File: config.mk
export PLATFORM = sky130hd
export DESIGN_NAME = y_signature
export DESIGN_NICKNAME = d
export VERILOG_FILES = /design/src/rtl/y_signature.sv
export SDC_FILE = /design/constraint.sdc
export NUM_CORES = 1
export LEC_CHECK = 0
export ABC_CLOCK_PERIOD_IN_PS = 3300
export BUFFER_PORTS_ARGS = -buffer_cell sky130_fd_sc_hd__clkbuf_2
export CORE_AREA = 2 2 231 233
export CTS_CLUSTER_DIAMETER = 30
export CTS_CLUSTER_SIZE = 24
export DETAILED_ROUTE_END_ITERATION = 10
export DIE_AREA = 0 0 233 235
export GPL_ROUTABILITY_DRIVEN = 0
export PLACE_DENSITY = 0.47
export SLEW_MARGIN = 20
export SYNTH_ARGS = -nofsm -noshare
export SYNTH_HDL_FRONTEND = slang
export SYNTH_SLANG_ARGS = --single-unit
File: constraint.sdc
create_clock -name clk -period 3.3 [get_ports clk]
set_clock_uncertainty 0.05 [all_clocks]
set_input_delay 0 -clock clk [delete_from_list [all_inputs] [get_ports clk]]
set_output_delay 0 -clock clk [all_outputs]
set_load 0.005 [all_outputs]
File: src/rtl/y_signature.sv
// y_signature: folds each 501-bit DUT output sample to 32 bits and
// accumulates it into a MISR over a start-triggered capture window,
// then flags whether the final signature equals a reference value.
module y_signature #(
    parameter int          Y_WIDTH = 501,
    parameter int          SETTLE  = 2,
    parameter logic [31:0] POLY    = 32'h04C11DB7,
    parameter logic [31:0] SEED    = 32'hFFFFFFFF
) (
    input  logic               clk,
    input  logic               rst,
    input  logic [Y_WIDTH-1:0] y,
    input  logic               start,
    input  logic [15:0]        len,
    input  logic [31:0]        expected,
    output logic               busy,
    output logic               done,
    output logic               sig_valid,
    output logic [31:0]        signature,
    output logic               match
);

    typedef enum logic [1:0] {
        S_IDLE,
        S_SETTLE,
        S_ACCUM,
        S_DONE
    } state_t;

    state_t      state;
    state_t      state_nx;
    logic [15:0] len_q;
    logic [15:0] cnt;
    logic [7:0]  settle_cnt;
    logic [31:0] fold_w;
    logic [31:0] misr_nx;

    // Zero-extend the sample to 512 bits and XOR its sixteen 32-bit words.
    function automatic logic [31:0] fold(input logic [Y_WIDTH-1:0] v);
        logic [511:0] ext;
        logic [31:0]  f;
        ext = 512'(v);
        f   = '0;
        for (int i = 0; i < 16; i++) begin
            f ^= ext[32*i +: 32];
        end
        return f;
    endfunction

    // Combinational MISR step for the sample currently on y.
    always_comb begin
        fold_w  = fold(y);
        misr_nx = {signature[30:0], 1'b0} ^ (signature[31] ? POLY : 32'h0) ^ fold_w;
    end

    // Next-state logic; the last settle edge or last sample edge leaves its
    // state directly so DONE lines up with the final MISR update.
    // NOTE: state_nx gets a default before the case so no path infers a latch.
    always_comb begin
        state_nx = state;
        case (state)
            S_IDLE: begin
                if (start) begin
                    if (SETTLE > 0)       state_nx = S_SETTLE;
                    else if (len != '0)   state_nx = S_ACCUM;
                    else                  state_nx = S_DONE;
                end
            end
            S_SETTLE: begin
                if (settle_cnt == 8'(SETTLE - 1))
                    state_nx = (len_q == '0) ? S_DONE : S_ACCUM;
            end
            S_ACCUM: begin
                if (cnt == len_q - 16'd1) state_nx = S_DONE;
            end
            S_DONE:  state_nx = S_IDLE;
            default: state_nx = S_IDLE;
        endcase
    end

    // State register.
    // NOTE: sequential state uses non-blocking assignments so every flop
    // samples pre-edge values regardless of statement order.
    always_ff @(posedge clk or posedge rst) begin
        if (rst) state <= S_IDLE;
        else     state <= state_nx;
    end

    // Window datapath: length latch, counters, MISR, result flags.
    always_ff @(posedge clk or posedge rst) begin
        if (rst) begin
            len_q      <= '0;
            cnt        <= '0;
            settle_cnt <= '0;
            signature  <= SEED;
            sig_valid  <= 1'b0;
            match      <= 1'b0;
        end else begin
            case (state)
                S_IDLE: begin
                    if (start) begin
                        len_q      <= len;
                        cnt        <= '0;
                        settle_cnt <= '0;
                        signature  <= SEED;
                        sig_valid  <= 1'b0;
                        match      <= 1'b0;
                    end
                end
                S_SETTLE: settle_cnt <= settle_cnt + 8'd1;
                S_ACCUM: begin
                    signature <= misr_nx;
                    cnt       <= cnt + 16'd1;
                end
                // Compare is taken in DONE, so match is valid from the
                // cycle after the done pulse onwards.
                S_DONE:   match <= (signature == expected);
                default: ;
            endcase
            // Placed after the case so a zero-length window that starts and
            // finishes on the same edge still ends with sig_valid set.
            if (state != S_DONE && state_nx == S_DONE) sig_valid <= 1'b1;
        end
    end

    assign busy = (state == S_SETTLE) || (state == S_ACCUM);
    assign done = (state == S_DONE);

endmodule
==> run metrics <==
register area about 1900 um2; CP Data Required Time between 3000 and 4000 ps; Post-Syn Instances 904; initial cell density of the core 16.6%; Clock Latency Late Sink around 360 ps; Root Buffer clkbuf_16; maximum clock path buffer count 2; # IOs 588; status finished clean; prevailing post-synth register cell dfrtp_1; unrepaired setup endpoints after global routing false; Final setup viols 0; first-pass GRT wire length ~55000 um; Setup TNS 0 ps; fraction of layout instances using a drive strength above 1 a little over two fifths; GRT overflow 0; worst setup margin 545 ps; DRT Pass-1 Iters 4; largest net degree at the start of global routing 56; sequential share of the synthesized area between 20% and 30%; synthesized area between 8000 and 9000 um2; post-route minimum period 2760 ps; Antenna Nets Post-Route 0; DP Worst Slack ~560 ps; DP HPWL roughly 34000 um; CTS tree done; Die Area between 50000 and 60000 um2; syn_area_per_cell 9.57 um2; post-route non-filler standard cell count 2207; Syn Nets 1464; startpoint types register; number of buffers created by CTS 9; number of global-route vias before repair between 8000 and 9000; Max FO, Critical Path 8; fill count about 5700; most frequent cells in the layout clkbuf_2, xnor2_1, xor2_1; Tightest Hold Check Type primary input to register; Fin. Hold Viols 0; DRC violations left 0; fmax 363 MHz; fin crit share about 83%; PostCTS Resize Cnt 0; crit path kind register to register; maximum vdd ir drop 233 uV; synthesized flop and latch total 76; CTS Sinks 76; top cell type's share of synthesized area 50.2%; yosys warns 0; worst slew pin tran approximately 840 ps; Slew Viols, Final 0; DR WL/cell 17.2 um; DRT iter0 DRCs roughly 320; async set-reset flop share out of synthesis 100%; Chip Height 235 um; largest cells by area after synthesis xnor2_1, dfrtp_1, dfstp_2; Hold WS between 60 and 70 ps; commonest non-fill, non-tap cell in the layout clkbuf_2; DP Cell Count between 2000 and 2500; clk slew on worst S/H paths roughly 70 ps; Max-cap violations 0; CORE AREA approximately 52000 um2; Port Buf Inserts between 500 and 600; Unique masters post-synth between 50 and 60; area delta synth->final 49.5%; post-CTS setup buffer count 0; pwr dens 307 nW/um2; CTS H-Tree Depth 3; Avg Vias per Cell around 3.8; Worst slew margin 43.8%; Post-synth EDFFs 0; CTS Hold Bufs 18; cell taking the most area after synthesis xnor2_1; CP Capture Type register; Die W between 200 and 250 um; total track usage between 10 and 15%; NumNets Final ~2100; initial antenna violation count 11; Site Rows 84; total leakage power about 5.7 nW; footprint of the multi-input gates around 6600 um2; vias roughly 8400; Worst Path Arrival between 2000 and 3000 ps; final wirelength 37900 um
## report_power, final
part	internal [mW]	switching, mW
combinational	1.10	0.845
clock	0.613	0.478
sequential	0.933	0
## final cells by class
class                   instances  share of cell area [%]
diodes                          5                  0.0968
clock buffers                  10                    1.85
clock inverters                 6                   0.552
inverters                      11                   0.339
multi-input cells             798                    50.9
flip-flops and latches         76                    15.0
well taps                     688                    6.66
repair buffers                613                    24.6
## critical path, stage by stage, from the launching register on
cell	delay, ps
dfrtp_1	450
inv_1	100
ha_1	260
or4b_4	550
or4b_4	540
a211oi_2	310
o211ai_1	140
a21o_1	180
o21ai_2	100
## cell usage after synthesis, types with 11 or more instances
library cell / count
clkbuf_1: 16
dfrtp_1: 44
dfstp_2: 32
inv_1: 11
mux2_2: 15
nand2_1: 17
nand4_1: 14
nor2_1: 29
nor3_1: 12
o21ai_0: 11
o22a_1: 32
xnor2_1: 496
xor2_1: 86
## through the flow
stage                     cell area, um2  power [mW]  util, %
after floorplan                     8650        2.27        -
after global placement             12400        2.91     23.8
after detailed placement           12400        2.92     23.8
after CTS                          12900        4.10     24.7
after global routing               12900        4.26     24.7
final                              12900        3.97     24.7
## cells by family after synthesis
family,after synthesis,share of synthesized area (%)
adders and majority gates,8,1.16
DFF,76,22.5
and+or+nand+nor,113,6.97
buffers and inverters,30,1.48
xor gates and xnor gates,582,58.9
AOI/OAI and AO/OA,77,6.69
muxes,18,2.30
## path summary, 6_finish.rpt
kind / endpoint / start / slack [ps] / depth (start not counted)
hold / removal: match / expected[15] / 60 / 4
setup / recovery: sig_valid / len_q[0] / 540 / 8
hold reg to reg: sig_valid / sig_valid / 490 / 2
max in group asynchronous: signature[20] / rst / 1920 / 4
setup reg to reg: sig_valid / len_q[0] / 540 / 8
min in group asynchronous: settle_cnt[5] / rst / 270 / 3
## metal layers
layer	vias up	wire [um]	global-route usage, %
li1	4173	-	-
met1	3900	15500	16.2
met2	293	19700	25.1
met3	30	2220	3.37
met4	8	381	2.12
met5	-	50	0
## sequential cells by signal, indices dropped and copies added, names as in the netlist
| register | count |
|---|---|
| len_q | 16 |
| settle_cnt | 8 |
| sig_valid | 1 |
| state | 2 |
| signature | 32 |
| match | 1 |
| cnt | 16 |
No activity file was read; power rests on OpenSTA's default activity.
